--- src/rtl/glitcbus_arbiter_if.sv ---
// Bundles the two requester WISHBONE ports, the GLITCBUS master port and status for the arbiter.
// Latency: none; this is wiring only, with names kept relative to the arbiter.
// Backpressure: carried by the ack/err signals; slave = arbiter side, master = environment side.
interface glitcbus_arbiter_if #(
  parameter int ADR_W = 18,
  parameter int CNT_W = 8
);
  // Requester 0 (PCI bridge master window)
  logic             m0_cyc_i;
  logic             m0_stb_i;
  logic             m0_we_i;
  logic [ADR_W-1:0] m0_adr_i;
  logic [31:0]      m0_dat_i;
  logic [31:0]      m0_dat_o;
  logic             m0_ack_o;
  logic             m0_err_o;
  // Requester 1 (internal sequencer)
  logic             m1_cyc_i;
  logic             m1_stb_i;
  logic             m1_we_i;
  logic [ADR_W-1:0] m1_adr_i;
  logic [31:0]      m1_dat_i;
  logic [31:0]      m1_dat_o;
  logic             m1_ack_o;
  logic             m1_err_o;
  // GLITCBUS master port
  logic             s_cyc_o;
  logic             s_stb_o;
  logic             s_we_o;
  logic [ADR_W-1:0] s_adr_o;
  logic [31:0]      s_dat_o;
  logic [31:0]      s_dat_i;
  logic             s_ack_i;
  // Status / control
  logic             gready_i;
  logic [1:0]       grant_o;
  logic [CNT_W-1:0] timeout_count_o;

  modport slave (
    input  m0_cyc_i, m0_stb_i, m0_we_i, m0_adr_i, m0_dat_i,
    output m0_dat_o, m0_ack_o, m0_err_o,
    input  m1_cyc_i, m1_stb_i, m1_we_i, m1_adr_i, m1_dat_i,
    output m1_dat_o, m1_ack_o, m1_err_o,
    output s_cyc_o, s_stb_o, s_we_o, s_adr_o, s_dat_o,
    input  s_dat_i, s_ack_i,
    input  gready_i,
    output grant_o, timeout_count_o
  );

  modport master (
    output m0_cyc_i, m0_stb_i, m0_we_i, m0_adr_i, m0_dat_i,
    input  m0_dat_o, m0_ack_o, m0_err_o,
    output m1_cyc_i, m1_stb_i, m1_we_i, m1_adr_i, m1_dat_i,
    input  m1_dat_o, m1_ack_o, m1_err_o,
    input  s_cyc_o, s_stb_o, s_we_o, s_adr_o, s_dat_o,
    output s_dat_i, s_ack_i,
    output gready_i,
    input  grant_o, timeout_count_o
  );
endinterface

--- src/rtl/glitcbus_arbiter.sv ---
// Two-port round-robin WISHBONE-classic arbiter with cycle lock and ack timeout in front of GLITCBUS.
// Latency: grant registered (1 cycle IDLE->BUSY); ack/err/read data pass through combinationally.
// Backpressure: loser waits with outputs 0; stb is gated by gready_i, timeout returns err.
module glitcbus_arbiter #(
  parameter int ADR_W   = 18,
  parameter int TIMEOUT = 64,
  parameter int CNT_W   = 8
) (
  input  logic                 clk_i,
  input  logic                 rst_n_i,
  glitcbus_arbiter_if.slave    bus
);

  localparam int TMR_W = (TIMEOUT > 2) ? $clog2(TIMEOUT) : 1;
  localparam logic [TMR_W-1:0] TMR_LAST = TMR_W'(TIMEOUT - 1);

  typedef enum logic {IDLE, BUSY} state_e;

  state_e           state_q, state_d;
  logic [1:0]       grant_q, grant_d;
  logic             rr_q, rr_d;        // index of the port served last
  logic [TMR_W-1:0] timer_q, timer_d;
  logic [CNT_W-1:0] count_q, count_d;

  logic             req0, req1;
  logic             g_sel;
  logic             g_cyc, g_stb, g_we;
  logic [ADR_W-1:0] g_adr;
  logic [31:0]      g_dat;
  logic             busy, active, timeout_hit, ack, err;

  // Select the granted port's signals and derive the per-strobe handshake events.
  always_comb begin
    req0  = bus.m0_cyc_i & bus.m0_stb_i;
    req1  = bus.m1_cyc_i & bus.m1_stb_i;
    g_sel = grant_q[1];
    g_cyc = g_sel ? bus.m1_cyc_i : bus.m0_cyc_i;
    g_stb = g_sel ? bus.m1_stb_i : bus.m0_stb_i;
    g_we  = g_sel ? bus.m1_we_i  : bus.m0_we_i;
    g_adr = g_sel ? bus.m1_adr_i : bus.m0_adr_i;
    g_dat = g_sel ? bus.m1_dat_i : bus.m0_dat_i;
    busy  = (state_q == BUSY);
    // Reset low suppresses any handshake in the cycle before the reset edge lands.
    active      = busy & g_cyc & g_stb & rst_n_i;
    timeout_hit = active & bus.gready_i & (timer_q == TMR_LAST) & ~bus.s_ack_i;
    ack         = active & bus.gready_i & bus.s_ack_i;
    err         = active & (~bus.gready_i | timeout_hit);
  end

  // Next-state: arbitration in IDLE, cycle lock and ack timer in BUSY, timeout counter.
  always_comb begin
    state_d = state_q;
    grant_d = grant_q;
    rr_d    = rr_q;
    timer_d = timer_q;
    count_d = count_q;
    case (state_q)
      IDLE: begin
        timer_d = '0;
        if (req0 | req1) begin
          state_d = BUSY;
          if (req0 & req1) begin
            grant_d = rr_q ? 2'b01 : 2'b10;
          end else begin
            grant_d = req0 ? 2'b01 : 2'b10;
          end
        end
      end
      BUSY: begin
        if (!g_cyc) begin
          // Release (normal end or abort): remember who just used the bus.
          state_d = IDLE;
          grant_d = 2'b00;
          rr_d    = g_sel;
          timer_d = '0;
        end else if (!active || bus.s_ack_i || err) begin
          timer_d = '0;
        end else begin
          timer_d = timer_q + 1'b1;
        end
      end
    endcase
    if (timeout_hit && (count_q != '1)) begin
      count_d = count_q + 1'b1;
    end
  end

  // State register with synchronous active-low reset; rr starts as if m1 was served last.
  always_ff @(posedge clk_i) begin
    if (!rst_n_i) begin
      state_q <= IDLE;
      grant_q <= 2'b00;
      rr_q    <= 1'b1;
      timer_q <= '0;
      count_q <= '0;
    end else begin
      state_q <= state_d;
      grant_q <= grant_d;
      rr_q    <= rr_d;
      timer_q <= timer_d;
      count_q <= count_d;
    end
  end

  // GLITCBUS side: only the granted port's signals are ever forwarded.
  assign bus.s_cyc_o = busy;
  assign bus.s_stb_o = active & bus.gready_i & ~timeout_hit;
  assign bus.s_we_o  = busy & g_we;
  assign bus.s_adr_o = busy ? g_adr : '0;
  assign bus.s_dat_o = busy ? g_dat : '0;

  // Requester side: responses steered to the granted port, zero elsewhere.
  assign bus.m0_ack_o = ack & ~g_sel;
  assign bus.m1_ack_o = ack & g_sel;
  assign bus.m0_err_o = err & ~g_sel;
  assign bus.m1_err_o = err & g_sel;
  assign bus.m0_dat_o = (busy & ~g_sel) ? bus.s_dat_i : 32'h0;
  assign bus.m1_dat_o = (busy & g_sel)  ? bus.s_dat_i : 32'h0;

  assign bus.grant_o         = grant_q;
  assign bus.timeout_count_o = count_q;

endmodule
--- src/flat_wrapper.sv ---
// flat-port wrapper written by rule: the top's interface ports become plain ports
module glitcbus_arbiter_flat 
#(
  parameter int ADR_W   = 18,
  parameter int TIMEOUT = 64,
  parameter int CNT_W   = 8
)
  (clk_i, rst_n_i, bus_m0_cyc_i, bus_m0_stb_i, bus_m0_we_i, bus_m0_adr_i, bus_m0_dat_i, bus_m0_dat_o, bus_m0_ack_o, bus_m0_err_o, bus_m1_cyc_i, bus_m1_stb_i, bus_m1_we_i, bus_m1_adr_i, bus_m1_dat_i, bus_m1_dat_o, bus_m1_ack_o, bus_m1_err_o, bus_s_cyc_o, bus_s_stb_o, bus_s_we_o, bus_s_adr_o, bus_s_dat_o, bus_s_dat_i, bus_s_ack_i, bus_gready_i, bus_grant_o, bus_timeout_count_o);
  glitcbus_arbiter_if #(.ADR_W(ADR_W), .CNT_W(CNT_W)) bus_i ();
  input  logic clk_i;
  input  logic rst_n_i;
  input wire logic [$bits(bus_i.m0_cyc_i)-1:0] bus_m0_cyc_i;
  input wire logic [$bits(bus_i.m0_stb_i)-1:0] bus_m0_stb_i;
  input wire logic [$bits(bus_i.m0_we_i)-1:0] bus_m0_we_i;
  input wire logic [$bits(bus_i.m0_adr_i)-1:0] bus_m0_adr_i;
  input wire logic [$bits(bus_i.m0_dat_i)-1:0] bus_m0_dat_i;
  output wire logic [$bits(bus_i.m0_dat_o)-1:0] bus_m0_dat_o;
  output wire logic [$bits(bus_i.m0_ack_o)-1:0] bus_m0_ack_o;
  output wire logic [$bits(bus_i.m0_err_o)-1:0] bus_m0_err_o;
  input wire logic [$bits(bus_i.m1_cyc_i)-1:0] bus_m1_cyc_i;
  input wire logic [$bits(bus_i.m1_stb_i)-1:0] bus_m1_stb_i;
  input wire logic [$bits(bus_i.m1_we_i)-1:0] bus_m1_we_i;
  input wire logic [$bits(bus_i.m1_adr_i)-1:0] bus_m1_adr_i;
  input wire logic [$bits(bus_i.m1_dat_i)-1:0] bus_m1_dat_i;
  output wire logic [$bits(bus_i.m1_dat_o)-1:0] bus_m1_dat_o;
  output wire logic [$bits(bus_i.m1_ack_o)-1:0] bus_m1_ack_o;
  output wire logic [$bits(bus_i.m1_err_o)-1:0] bus_m1_err_o;
  output wire logic [$bits(bus_i.s_cyc_o)-1:0] bus_s_cyc_o;
  output wire logic [$bits(bus_i.s_stb_o)-1:0] bus_s_stb_o;
  output wire logic [$bits(bus_i.s_we_o)-1:0] bus_s_we_o;
  output wire logic [$bits(bus_i.s_adr_o)-1:0] bus_s_adr_o;
  output wire logic [$bits(bus_i.s_dat_o)-1:0] bus_s_dat_o;
  input wire logic [$bits(bus_i.s_dat_i)-1:0] bus_s_dat_i;
  input wire logic [$bits(bus_i.s_ack_i)-1:0] bus_s_ack_i;
  input wire logic [$bits(bus_i.gready_i)-1:0] bus_gready_i;
  output wire logic [$bits(bus_i.grant_o)-1:0] bus_grant_o;
  output wire logic [$bits(bus_i.timeout_count_o)-1:0] bus_timeout_count_o;
  assign bus_i.m0_cyc_i = bus_m0_cyc_i;
  assign bus_i.m0_stb_i = bus_m0_stb_i;
  assign bus_i.m0_we_i = bus_m0_we_i;
  assign bus_i.m0_adr_i = bus_m0_adr_i;
  assign bus_i.m0_dat_i = bus_m0_dat_i;
  assign bus_m0_dat_o = bus_i.m0_dat_o;
  assign bus_m0_ack_o = bus_i.m0_ack_o;
  assign bus_m0_err_o = bus_i.m0_err_o;
  assign bus_i.m1_cyc_i = bus_m1_cyc_i;
  assign bus_i.m1_stb_i = bus_m1_stb_i;
  assign bus_i.m1_we_i = bus_m1_we_i;
  assign bus_i.m1_adr_i = bus_m1_adr_i;
  assign bus_i.m1_dat_i = bus_m1_dat_i;
  assign bus_m1_dat_o = bus_i.m1_dat_o;
  assign bus_m1_ack_o = bus_i.m1_ack_o;
  assign bus_m1_err_o = bus_i.m1_err_o;
  assign bus_s_cyc_o = bus_i.s_cyc_o;
  assign bus_s_stb_o = bus_i.s_stb_o;
  assign bus_s_we_o = bus_i.s_we_o;
  assign bus_s_adr_o = bus_i.s_adr_o;
  assign bus_s_dat_o = bus_i.s_dat_o;
  assign bus_i.s_dat_i = bus_s_dat_i;
  assign bus_i.s_ack_i = bus_s_ack_i;
  assign bus_i.gready_i = bus_gready_i;
  assign bus_grant_o = bus_i.grant_o;
  assign bus_timeout_count_o = bus_i.timeout_count_o;
  glitcbus_arbiter #(.ADR_W(ADR_W), .TIMEOUT(TIMEOUT), .CNT_W(CNT_W)) u_core (.clk_i(clk_i), .rst_n_i(rst_n_i), .bus(bus_i));
endmodule
--- config.mk ---
export PLATFORM = sky130hd
export DESIGN_NAME = glitcbus_arbiter_flat
export DESIGN_NICKNAME = d
export VERILOG_FILES = /design/src/rtl/glitcbus_arbiter_if.sv /design/src/rtl/glitcbus_arbiter.sv /design/src/flat_wrapper.sv
export SDC_FILE = /design/constraint.sdc
export NUM_CORES = 1
export LEC_CHECK = 0
export CORE_MARGIN = 8
export CORE_UTILIZATION = 27
export CTS_BUF_LIST = sky130_fd_sc_hd__clkbuf_4 sky130_fd_sc_hd__clkbuf_8
export DETAILED_ROUTE_END_ITERATION = 7
export PLACE_DENSITY = 0.8
export SYNTH_ARGS = -nofsm -noshare
export SYNTH_HDL_FRONTEND = slang
export SYNTH_SLANG_ARGS = --single-unit
--- constraint.sdc ---
create_clock -name clk_i -period 2.4 [get_ports clk_i]
set_input_delay 0.48 -clock clk_i [delete_from_list [all_inputs] [get_ports clk_i]]
set_output_delay 0.48 -clock clk_i [all_outputs]
set_load 0.05 [all_outputs]
==> metrics.md, run 1 <==
| Metric | Value |
|---|---|
| Status | `complete, no violations` |
| NumNets Final | `705` |
| Crit path arrival time | `1.85 ns` |
| WP data required | `1.92 ns` |
| FMAX | `429 MHz` |
| Mapped Avg Cell Area | `7.56 um2` |
| Clk sinks | `18` |
| Setup_tns | `0 ns` |
| Largest delay share family, worst path | `flip-flops` |
| Worst R2R End | `u_core.bus.timeout_count_o[3]` |
| RD Place Congestion | `0.869` |
| Minimum clock period | `2.33 ns` |
| Drt drc | `0` |
| TritonCTS Buffers | `3` |
| Worst-path clk slew | `0.07 ns` |
| Reg-to-reg slack, setup | `0.26 ns` |
| Synthesized flop and latch total | `18` |
| Share of cells above drive strength 1 | `35.9%` |
| Clock H-tree levels | `1` |
| Worst path bufs/invs | `2` |
| Least-Margin Pin Slew | `0.530 ns` |
| Simple logic cell fraction of the synthesized area | `45.3%` |
| Post-Synth XOR/XNOR Area | `2.37%` |
| Global-route wire length before repair | `21100 um` |
| VDD IR-drop max | `0.211 mV` |
| Min-delay src | `u_core.timer_q[0]` |
| Max-Slew Margin vs Limit | `64.6%` |
| Largest net degree at the start of global routing | `72` |
| Area share of fa/ha/maj cells after synthesis | `1.13%` |
| Clk buf depth | `2` |
| Compound-gate portion of the synthesized area | `5.31%` |
| WHS | `0.452 ns` |
| Syn Std Cell Area | `0.00221 mm2` |
| Most common cell after layout, fill and taps aside | `clkdlybuf4s50_1` |
| Post-synth top area share | `24.9%` |
| Overflow after GRT | `0` |
| Initial antenna violation count | `0` |
| YS warnings | `0` |
| Vias in the first global route | `3456` |
| Wire length per cell | `22.4 um` |
| Pre-CTS WS | `-0.0857 ns` |
| Die area | `0.0114 mm2` |
| Yosys top cell by area | `mux2i_1` |
| Crit end category | `output port` |
| Most frequent cells in the layout | `clkdlybuf4s50_1 (147), buf_12 (117), mux2i_1 (55)` |
| Maxcap violations | `0` |
| Overall routing resource usage | `24.1%` |
| Boundary Pins | `273` |
| TritonCTS clock tree | `yes` |
| Port bufs | `272` |
| Syn_nets | `437` |
| FF-to-FF path depth | `7` |
| Initial DRC count | `158` |
| Power per Cell Area | `286 mW/mm2` |
| Setup CP Type | `reg -> out` |
| Cts hold-fix bufs | `0` |
| Part of the cycle the worst path needs | `97.1%` |
| Min-Delay Endpoint | `u_core.timer_q[0]` |
| Critical Path Start Type | `flip-flop` |
| Placed wire-length estimate | `13000 um` |
| Hold Vio Cnt, Final | `0` |
| Die W | `107 um` |
| Final worst slack | `0.0696 ns` |
| Unique cell type count in the Yosys netlist | `33` |
| Post-Synthesis Cells | `293` |
| Hold depth | `1` |
| Delay of the slowest cell on the worst path | `0.56 ns` |
| # setup viols final | `0` |
| Die extent in y | `107 um` |
| Drt via density | `4.84` |
| Min-Delay Path Class | `reg -> reg` |
| Mux cell area share after synthesis | `24.9%` |
| Layout fillers | `458` |
| Initial core utilization | `27.4%` |
| Largest family of logic cells by synthesized area | `simple AND/OR/NAND/NOR gates` |
| Worst skew pair latency | `0.25 ns` |
| Post-synthesis sequential area ratio | `16.3%` |
| Cell Chain, Critical Path | `mux2i_1, and4bb_2, buf_6, and3_1, buf_12` |
| Vias | `3219` |
| TritonRoute pass-1 iters | `4` |
| Synth area leaders | `mux2i_1 (25%), dfxtp_1 (16%), nor2b_1 (16%)` |
| Rows | `33` |
| WL final | `14900 um` |
| Area delta synth->final | `203%` |
| Slowest cell on crit path | `dfxtp_4` |
| Post-DRT Antenna Nets | `0` |
| Critical Path Fanout Max | `30` |
| CORE AREA | `0.00809 mm2` |
| Root Buffer | `clkbuf_8` |
| Ant. Diodes | `0` |
| Worst reg2reg path startpoint | `u_core.bus.grant_o[1]` |
| Static leakage | `2.66 nW` |
| Slew Limit Fails | `0` |
| Skew final | `0.00478 ns` |
## registers in the layout (all words and copies together), names as in the netlist
signal / count
u_core.rr_q: 1
u_core.bus.grant_o: 2
u_core.bus.timeout_count_o: 8
u_core.timer_q: 6
u_core.bus.s_cyc_o: 1
## area by class of cell
class                      count  area, um2  share of cell area [%]
timing repair buffer         289       4030                    60.0
multi-input combinational    248       2130                    31.7
sequential                    18        365                    5.44
tap                          105        131                    1.96
clock buffer                   4       55.1                   0.820
inverter                       1       3.75                  0.0559
## through the flow
step | cells | cell area (um2) | utilization (%) | total power (W)
2_1_floorplan | 293 | 2590 | - | 0.000965
3_3_place_gp | 658 | 6610 | 81.7 | 0.00166
3_5_place_dp | 658 | 6610 | 81.7 | 0.00169
4_1_cts | 663 | 6680 | 82.5 | 0.00194
5_1_grt | 665 | 6710 | 82.9 | 0.00199
6_report | 665 | 6710 | 82.9 | 0.00192
## worst max path at each step
| stage | start | end | slack, ns | cells after the start |
|---|---|---|---|---|
| 5_1_grt | u_core.timer_q[0] | bus_m0_err_o | -0.04 | 7 |
| 6_report | u_core.bus.grant_o[1] | bus_m1_err_o | 0.07 | 5 |
| 3_5_place_dp | bus_m1_cyc_i | bus_m0_ack_o | -0.09 | 6 |
| 4_1_cts | bus_m1_cyc_i | bus_m1_ack_o | 0.008 | 6 |
| 2_1_floorplan | u_core.bus.s_cyc_o | bus_s_adr_o[16] | -0.07 | 4 |
| 3_3_place_gp | bus_m1_cyc_i | bus_m0_ack_o | -0.07 | 6 |
## worst reg2reg max path, stage by stage, from the launching register on
cell and delay, ns:
dfxtp_4 0.56, mux2i_1 0.16, and4bb_2 0.36, buf_6 0.12, nand4_1 0.16, buf_4 0.20
or3_1 0.34, a21boi_1 0.16
## cell usage after synthesis, drive strengths merged
master	instances
and4bb	1
or3	4
nand3	5
o21ai	5
nor2b	55
and3	33
nand4	4
a21boi	5
nor2	11
dfxtp	18
clkbuf	19
nand3b	1
nand2	9
nor3	2
a311o	1
nand2b	3
o211ai	1
and4	2
xor2	2
or4	1
mux2i	55
a21oi	3
inv	1
xnor2	4
buf	7
o31ai	1
and2	34
o21a	2
ha	2
nor3b	2
## kinds of logic after synthesis
logic type,after synthesis
adder cells (fa/ha/maj),2
buffers and inverters,27
AO/OA/AOI/OAI,18
AND/OR/NAND/NOR,167
XOR/XNOR,6
flip-flops,18
multiplexers,55
## where the power goes
| group | switching (W) | total [W] | internal [W] | leakage [nW] |
|---|---|---|---|---|
| clock network | 0.0000980 | 0.000244 | 0.000146 | 0.0288 |
| registers | 0.0000170 | 0.000322 | 0.000305 | 0.147 |
| logic | 0.000651 | 0.00136 | 0.000705 | 2.48 |
## repair_timing
item,CTS,global route
gates cloned,0,0
resized for setup,2,6
setup buffers,1,2
pin swaps,2,3
endpoints found under the setup margin,1,4
## metal layers
layer | vias to the layer above | wire length [um] | track usage [%]
li1 | 1535 | - | -
met5 | - | 0 | 0
met2 | 179 | 8240 | 47.3
met1 | 1483 | 5120 | 24.0
met3 | 22 | 1170 | 6.84
met4 | 0 | 371 | 5.83
(Power assumes the default switching activity.)
==> run 2, diff against run 1 <==
HOLD_SLACK_MARGIN = 0.1   (was default)
==> results of run 2 <==
Same layout as run 1: the final DEF is identical, and so are final timing and power.
